File: src/rtl/addsub_pipe_pkg.sv
// Shared types and helpers for the add/sub pipeline: opcodes, stage record, saturation limits.
package addsub_pipe_pkg;

  typedef enum logic [1:0] {
    OP_ADD  = 2'd0,
    OP_SUB  = 2'd1,
    OP_ADDS = 2'd2,
    OP_SUBS = 2'd3
  } op_e;

  localparam int DEF_W = 12;
  localparam int MAX_W = 64;

  // Stage record at the default width; the top declares the same layout at its own W.
  typedef struct packed {
    logic             v;
    logic [DEF_W-1:0] y;
    logic             carry;
    logic             ovf;
  } stage_t;

  function automatic logic [MAX_W-1:0] sat_max(input int w);
    return (MAX_W'(1) << (w - 1)) - MAX_W'(1);
  endfunction

  function automatic logic [MAX_W-1:0] sat_min(input int w);
    return MAX_W'(1) << (w - 1);
  endfunction

endpackage

File: src/rtl/addsub_pipe_if.sv
// Operand/result handshake bundle for addsub_pipe.
interface addsub_pipe_if #(parameter int W = 12);
  logic         in_valid;
  logic         in_ready;
  logic [1:0]   in_op;
  logic [W-1:0] in_a;
  logic [W-1:0] in_b;
  logic         out_valid;
  logic         out_ready;
  logic [W-1:0] out_y;
  logic         out_carry;
  logic         out_ovf;
  logic         busy;

  modport master (
    output in_valid, in_op, in_a, in_b, out_ready,
    input  in_ready, out_valid, out_y, out_carry, out_ovf, busy
  );

  modport slave (
    input  in_valid, in_op, in_a, in_b, out_ready,
    output in_ready, out_valid, out_y, out_carry, out_ovf, busy
  );
endinterface

File: src/rtl/addsub_core.sv
// Combinational add/sub with carry/borrow, signed-overflow flag and optional signed saturation.
module addsub_core
  import addsub_pipe_pkg::*;
#(
  parameter int W = 12
) (
  input  op_e          op,
  input  logic [W-1:0] a,
  input  logic [W-1:0] b,
  output logic [W-1:0] y,
  output logic         carry,
  output logic         ovf
);

  logic         sub, sat;
  logic [W:0]   s;
  logic [W-1:0] b_eff, y_wrap, smax, smin;

  assign sub    = op inside {OP_SUB, OP_SUBS};
  assign sat    = op inside {OP_ADDS, OP_SUBS};
  assign s      = sub ? ({1'b0, a} - {1'b0, b}) : ({1'b0, a} + {1'b0, b});
  assign y_wrap = s[W-1:0];
  assign b_eff  = sub ? (~b + 1'b1) : b;
  assign ovf    = (a[W-1] == b_eff[W-1]) && (y_wrap[W-1] != a[W-1]);
  assign smax   = W'(sat_max(W));
  assign smin   = W'(sat_min(W));

  // s[W] is carry-out for add and borrow (a < b) for sub.
  always_comb begin
    y     = y_wrap;
    carry = s[W];
    if (sat) begin
      carry = 1'b0;
      if (ovf) y = a[W-1] ? smin : smax;
    end
  end

endmodule

File: src/rtl/addsub_pipe.sv
// Handshaked add/sub pipeline of STAGES registers with bubble-collapsing backpressure.
// Optional sticky overflow flag: define ADDSUB_PIPE_OVF_STICKY_EN.
module addsub_pipe
  import addsub_pipe_pkg::*;
#(
  parameter int W      = 12,
  parameter int STAGES = 2
) (
  input logic          clk,
  input logic          rst,
  addsub_pipe_if.slave bus
`ifdef ADDSUB_PIPE_OVF_STICKY_EN
  ,
  input  logic         ovf_clr,
  output logic         ovf_sticky
`endif
);

  typedef struct packed {
    logic         v;
    logic [W-1:0] y;
    logic         carry;
    logic         ovf;
  } stage_w_t;

  logic [W-1:0]      core_y;
  logic              core_carry, core_ovf;
  stage_w_t          cap;
  logic [STAGES-1:0] vld, adv;

  addsub_core #(.W(W)) u_core (
    .op    (op_e'(bus.in_op)),
    .a     (bus.in_a),
    .b     (bus.in_b),
    .y     (core_y),
    .carry (core_carry),
    .ovf   (core_ovf)
  );

  assign cap = '{v: bus.in_valid, y: core_y, carry: core_carry, ovf: core_ovf};

  // A stage may load whenever it is empty or its contents move on downstream.
  always_comb begin
    adv = '0;
    adv[STAGES-1] = !vld[STAGES-1] || bus.out_ready;
    for (int k = STAGES - 2; k >= 0; k--) adv[k] = !vld[k] || adv[k+1];
  end

  for (genvar k = 0; k < STAGES; k++) begin : g_stage
    stage_w_t r, d;
    if (k == 0) begin : g_in
      assign d = cap;
    end else begin : g_mv
      assign d = g_stage[k-1].r;
    end
    always_ff @(posedge clk or posedge rst)
      if (rst)         r <= '0;
      else if (adv[k]) r <= d;
    assign vld[k] = r.v;
  end

  assign bus.in_ready  = adv[0];
  assign bus.out_valid = g_stage[STAGES-1].r.v;
  assign bus.out_y     = g_stage[STAGES-1].r.y;
  assign bus.out_carry = g_stage[STAGES-1].r.carry;
  assign bus.out_ovf   = g_stage[STAGES-1].r.ovf;
  assign bus.busy      = |vld;

`ifdef ADDSUB_PIPE_OVF_STICKY_EN
  always_ff @(posedge clk or posedge rst)
    if (rst)                                               ovf_sticky <= 1'b0;
    else if (bus.out_valid && bus.out_ready && bus.out_ovf) ovf_sticky <= 1'b1;
    else if (ovf_clr)                                      ovf_sticky <= 1'b0;
`endif

endmodule

File: src/flat_wrapper.sv
// flat-port wrapper written by rule: the top's interface ports become plain ports
module addsub_pipe_flat import addsub_pipe_pkg::*;
#(
  parameter int W      = 12,
  parameter int STAGES = 2
)
  (clk, rst, bus_in_valid, bus_in_op, bus_in_a, bus_in_b, bus_out_ready, bus_in_ready, bus_out_valid, bus_out_y, bus_out_carry, bus_out_ovf, bus_busy);
  addsub_pipe_if #(.W(W)) bus_i ();
  input logic clk;
  input logic rst;
  input wire logic [$bits(bus_i.in_valid)-1:0] bus_in_valid;
  input wire logic [$bits(bus_i.in_op)-1:0] bus_in_op;
  input wire logic [$bits(bus_i.in_a)-1:0] bus_in_a;
  input wire logic [$bits(bus_i.in_b)-1:0] bus_in_b;
  input wire logic [$bits(bus_i.out_ready)-1:0] bus_out_ready;
  output wire logic [$bits(bus_i.in_ready)-1:0] bus_in_ready;
  output wire logic [$bits(bus_i.out_valid)-1:0] bus_out_valid;
  output wire logic [$bits(bus_i.out_y)-1:0] bus_out_y;
  output wire logic [$bits(bus_i.out_carry)-1:0] bus_out_carry;
  output wire logic [$bits(bus_i.out_ovf)-1:0] bus_out_ovf;
  output wire logic [$bits(bus_i.busy)-1:0] bus_busy;
  assign bus_i.in_valid = bus_in_valid;
  assign bus_i.in_op = bus_in_op;
  assign bus_i.in_a = bus_in_a;
  assign bus_i.in_b = bus_in_b;
  assign bus_i.out_ready = bus_out_ready;
  assign bus_in_ready = bus_i.in_ready;
  assign bus_out_valid = bus_i.out_valid;
  assign bus_out_y = bus_i.out_y;
  assign bus_out_carry = bus_i.out_carry;
  assign bus_out_ovf = bus_i.out_ovf;
  assign bus_busy = bus_i.busy;
  addsub_pipe #(.W(W), .STAGES(STAGES)) u_core (.clk(clk), .rst(rst), .bus(bus_i));
endmodule
File: config.mk
export PLATFORM = sky130hd
export DESIGN_NAME = addsub_pipe_flat
export DESIGN_NICKNAME = d
export VERILOG_FILES = /design/src/rtl/addsub_pipe_pkg.sv /design/src/rtl/addsub_pipe_if.sv /design/src/rtl/addsub_core.sv /design/src/rtl/addsub_pipe.sv /design/src/flat_wrapper.sv
export SDC_FILE = /design/constraint.sdc
export NUM_CORES = 1
export LEC_CHECK = 0
export BUFFER_PORTS_ARGS = -buffer_cell sky130_fd_sc_hd__buf_2
export CAP_MARGIN = 20
export CORE_ASPECT_RATIO = 0.7
export CORE_UTILIZATION = 25
export DETAILED_ROUTE_END_ITERATION = 8
export HOLD_SLACK_MARGIN = 0.05
export SYNTH_ARGS = -nofsm -noshare
export SYNTH_HDL_FRONTEND = slang
export SYNTH_SLANG_ARGS = --single-unit
File: constraint.sdc
create_clock -name clk -period 5.2 [get_ports clk]
set_clock_uncertainty 0.1 [all_clocks]
set_input_delay 1.04 -clock clk [delete_from_list [all_inputs] [get_ports clk]]
set_output_delay 1.04 -clock clk [all_outputs]
set_load 0.02 [all_outputs]
-- Word-level counts from Yosys, hierarchy flattened
Index checks and enable logic that the tools add are counted.
- register bits after elaboration: 30
- input port bits: 30
- output and inout port bits: 17
- $add $sub $neg: 3
- equality and inequality tests: 5
- multiplexer cells: 6
- bitwise logic cells: 1
- reduce and logical (&&, ||, !) cells: 8
- operators with widths (kind ; count):
    two-way mux 12 bit ; 4
    adder 12 x 12 -> 13 bit ; 1
    two-way mux 13 bit ; 1
    subtractor 12 x 12 -> 13 bit ; 1
    adder 12 x 1 -> 12 bit, second input constant ; 1
    inverter 12 bit ; 1
    == test 2 bit, second input constant ; 2
    nonzero test 2 bit ; 2
    == test 2 x 1 -> 1 bit, second input constant ; 1
    logical NOT 1 bit ; 2
    logical OR 1 bit ; 2
    OR reduction 2 bit ; 1
    == test 1 bit ; 1
    logical AND 1 bit ; 1
    two-way mux 1 bit ; 1
    != test 1 bit ; 1

-- Depth between registers and ports, before layout
- depth in word-level cells: 7
- mapped depth: 14

-- Cells and area by module
Synthesis repeated with hierarchy kept, for this count alone.
- cell total of the unflattened synthesis: 206
- area, all modules: 2194.6 um2
- by module, submodules not included (module ; instances ; cells each ; area an instance (um2) ; seq. area each (um2)):
    addsub_pipe ; 1 ; 67 ; 1194.9 ; 750.7
    addsub_core ; 1 ; 139 ; 999.7 ; 0.0

-- Worst setup path after synthesis
Ideal clock, no wire load.
- path type: in2reg
- start: input bus_in_b[4]
- end: register u_core.g_stage[0].r[0] (netlist bit)
- arrival: 3594 ps
- required time: 5018 ps
- slack: 1424 ps
- stages on the path: 11
- path buffers: 0
- cells stage by stage: nor4_1 > and2_1 > a21oi_1 > xnor2_1 > ha_1 > a21oi_1 > o21ai_0 > o31ai_1 > nor2_1 > or3b_2 > a31oi_1
- cells in the longest elaborated chain, start to end: 5
- elaborated cells on any way between the ends: 9
- those cells by class: 3 x add/sub; 2 x eq/ne; 2 x mux; 1 x bitwise; 1 x reduce/logical
- ends and longest elaborated chain (element ; RTL line ; text):
    start, declared ; flat_wrapper.sv:14 ; input wire logic [$bits(bus_i.in_b)-1:0] bus_in_b;
    inverter 12 bit ; addsub_core.sv:23 ; assign b_eff = sub ? (~b + 1'b1) : b;
    adder 12 x 1 -> 12 bit ; addsub_core.sv:23 ;
    two-way mux 12 bit ; addsub_core.sv:23 ;
    == test 1 bit ; addsub_core.sv:24 ; assign ovf = (a[W-1] == b_eff[W-1]) && (y_wrap[W-1] != a[W-1]);
    logical AND 1 bit (*) ; addsub_core.sv:24 ;
    end signal, assigned ; addsub_pipe.sv:57 ; if (rst) r <= '0;
    end signal, assigned ; addsub_pipe.sv:58 ; else if (adv[k]) r <= d;
    end, declared ; addsub_pipe.sv:50 ; stage_w_t r, d;
Every way passes the cells marked *; elsewhere a longest branch is shown, timed or not.
A chain may end at the register's enable or synchronous reset.

-- Worst setup path after layout
- start: input bus_in_b[4]
- end: register u_core.g_stage[0].r[2] (netlist bit)
- cells in the longest elaborated chain, start to end: 7
- elaborated cells on any way between the ends: 11
- those cells by class: 3 x add/sub; 2 x eq/ne; 4 x mux; 1 x bitwise; 1 x reduce/logical
- ends and longest elaborated chain (element ; RTL line ; text):
    inverter 12 bit ; addsub_core.sv:23 ;
    adder 12 x 1 -> 12 bit ; addsub_core.sv:23 ;
    two-way mux 12 bit ; addsub_core.sv:23 ;
    == test 1 bit ; addsub_core.sv:24 ;
    logical AND 1 bit (*) ; addsub_core.sv:24 ;
    two-way mux 12 bit (*) ; addsub_core.sv:34 ; if (ovf) y = a[W-1] ? smin : smax;
    two-way mux 12 bit (*) ; addsub_core.sv:32 ; if (sat) begin
Marks and branches as above.

==> results_dict.tcl <==
set metrics [dict create \
    setup_viol_count_final 0 \
    viasPerCell 4.67 \
    cpMostUsedCell "a21oi_1" \
    h-tree-depth 2 \
    vias 1690 \
    cp-end-kind "flip-flop" \
    power.switching_w 0.000322 \
    status "completed" \
    synth_cell_type_count 42 \
    start_util_pct 26.6 \
    synthAdderAreaFrac_pct 9.18 \
    cp.arrival_ns 4.30 \
    dieWidth_um 109 \
    finalSetupTns_ns 0 \
    core_mm2 0.00748 \
    fin_crit_ns 4.21 \
    synth_edf_count 0 \
    syn_area_per_cell_um2 9.30 \
    synth_compound_area_share_pct 14.8 \
    synth-simple-area-share_pct 18.1 \
    cp_max_fo 11 \
    drtIter0Drc 62 \
    dp_cells 354 \
    routedWlPerCell_um 12.2 \
    clockBufferDepth 2 \
    post-route-drc-count 0 \
    syn_area_mm2 0.00199 \
    wirelength_um 4430 \
    clockRootBuffer "clkbuf_16" \
    worstSetupPathType "in -> reg" \
    stdcell_count 362 \
    fp-row-count 26 \
    rsz0062_at_grt "no" \
    clockPowerShare_pct 29.4 \
    cts_sinks 30 \
    multi_input_area_mm2 0.00119 \
    n_antenna_cell 0 \
    syn2layout_area_growth_pct 25.5 \
    port_buffers 46 \
    cts_made_buffers 5 \
    yosysTopAreaCell "dfrtp_1" \
    finalMaxSlewViolations 0 \
    seq_power_share_pct 35.3 \
    track_usage_pct 11.9 \
    peakVddDrop_mv 0.152 \
    cts_tree "built" \
    ctsHoldBuffers 0 \
    fmax_mhz 238 \
    holdWs_ns 0.369 \
    synth_most_common_cell "dfrtp_1" \
    synth.mux.area_fraction_pct 8.93 \
    clk_pin_slew_ns 0.05 \
    netlist_instances 214 \
    intPower_w 0.000643 \
    slew_headroom_pct 49.9 \
    grt_pass1_wl_um 7730 \
    pin_count 47 \
    ys_ff_latch 30 \
    postRouteAntennaNets 0 \
    clk_latency_ns 0.27 \
    grt_max_degree 24 \
    power_w 0.000965 \
    die_area_mm2 0.00832 \
    routabilityCongestion 0.833 \
    first_pass_iters 4 \
    critPathSlowestCell "o21ai_1" \
    grt_overflow 0 \
    synth_top_area_share_pct 37.7 \
    synthTopCellsByArea "dfrtp_1, ha_1, mux2_2" \
    worstMarginPinSlew_ns 0.752 \
    drive_gt1_share_pct 28.4 \
    die_y_um 76.6 \
    cap_violations 0 \
    hpwl_um 3590 \
    synth_top_family_by_area "simple AND/OR/NAND/NOR gates" \
    n_fill_cell 811 \
    grt_pass1_vias 1645 \
    timing.final.crit_share_pct 80.9 \
    grt_antenna_before_repair 0 \
    switching_share_pct 33.4 \
    cp_cell_sequence "buf_2, nor4_1, and2_1, a21oi_1, xnor2_1, ha_1, a21oi_1, o21ai_0, mux2i_1, o31ai_1, o21ai_1, or2b_1, a21oi_1" \
    p_leak_nw 1.15 \
    min_path_type "reg -> reg" \
    synth_top_flop_cell "dfrtp_1" \
    synth_xor_area_share_pct 8.81 \
    hold_viol 0 \
    slowest_delay_ns 0.58 \
    seq_area_um2 751 \
    num-nets-final 307 \
    post_cts_buffers 0 \
    synthArstFlopShare_pct 100 \
    worstPathRequired_ns 5.29 \
    syn_nets 258 \
    p_per_area_mw_per_mm2 387 \
    cp-start-kind "primary input" \
    combPwrFrac_pct 35.3 \
    synthTopCellsByCount "dfrtp_1, nor2_1, a21oi_1" \
    ys_warn_count 0 \
    synth-seq-area-share_pct 37.7 \
    post_cts_resized 0 \
]
-- per-layer routing --
metal / wire [um] / part of all wire, % / GRT usage [%]
met1: 2270 / 51 / 16.3
met2: 1930 / 44 / 18.4
met3: 208 / 4.7 / 3.42
met4: 20 / 0.45 / 2.43
met5: 0 / 0 / 0
-- layout by cell type, fill, tap and decap left out, drive strengths merged, types with 2 or more instances in the layout --
cell type / instances
o31ai: 4
mux2: 14
a21o: 4
nor2: 30
a21boi: 2
clkbuf: 7
o21ai: 6
and3: 3
nor3: 5
nand3b: 2
or3b: 2
mux2i: 2
dfrtp: 30
inv: 8
buf: 47
nand2: 16
xnor2: 17
ha: 13
nand2b: 5
a31oi: 3
or4: 2
or2: 2
a21oi: 21
xor2: 3
nor4: 2
-- critical path: cells and delay by family --
family / cells / cell delay [ns]
AO/OA/AOI/OAI: 6 / 1.43
AND/OR/NAND/NOR: 3 / 0.97
adder cells (fa/ha/maj): 1 / 0.35
multiplexers: 1 / 0.24
XOR/XNOR: 1 / 0.13
buffers and inverters: 1 / 0.12
-- layout make-up --
cell class | count | area share (%)
Clock inverter | 1 | 0.200
Sequential cell | 30 | 30.1
Tap cell | 98 | 4.91
Inverter | 8 | 1.20
Timing Repair Buffer | 47 | 10.3
Multi-Input combinational cell | 171 | 47.6
Clock buffer | 7 | 5.71
-- state kept, by name, summed over array words and instances, names as in the netlist --
register / flops
u_core.bus.out_y: 12
u_core.bus.out_ovf: 1
u_core.bus.out_carry: 1
u_core.bus.out_valid: 1
u_core.g_stage.r: 15
-- final timing paths --
path	cells past startpoint	end	slack [ns]	start
worst max-delay path	13	u_core.g_stage[0].r[2]	0.99	bus_in_b[4]
worst min-delay path	2	u_core.bus.out_valid	0.37	u_core.g_stage[0].r[14]
worst max register to register	5	u_core.g_stage[0].r[0]	2.97	u_core.bus.out_valid
worst min register to register	2	u_core.bus.out_valid	0.37	u_core.g_stage[0].r[14]
max in group asynchronous	3	u_core.g_stage[0].r[11]	3.93	rst
min in group asynchronous	2	u_core.bus.out_y[11]	0.64	rst
-- stage by stage --
stage	utilization (%)	setup WS, ns	area (um^2)
2_1_floorplan	-	1.42	1990
3_3_place_gp	31.0	0.946	2320
3_5_place_dp	31.4	0.760	2350
4_1_cts	33.4	1.01	2500
5_1_grt	33.4	0.665	2500
6_report	33.4	0.994	2500
-- cells by family (layout without fill, tap and decap cells) --
kind of cell,count (synthesis),count (layout)
AOI/OAI and AO/OA,47,47
xor gates and xnor gates,20,20
adders and majority gates,14,14
buffers and inverters,13,63
DFF,30,30
muxes,16,16
and+or+nand+nor,74,74
-- power groups by stage --
stage	Sequential (W)	Combinational [W]	Clock (W)
6_report	0.000341	0.000340	0.000284
3_3_place_gp	0.000345	0.000335	0
5_1_grt	0.000353	0.000379	0.000303
3_5_place_dp	0.000346	0.000344	0
2_1_floorplan	0.000390	0.000189	0
4_1_cts	0.000343	0.000346	0.000291
(Power assumes the default switching activity.)
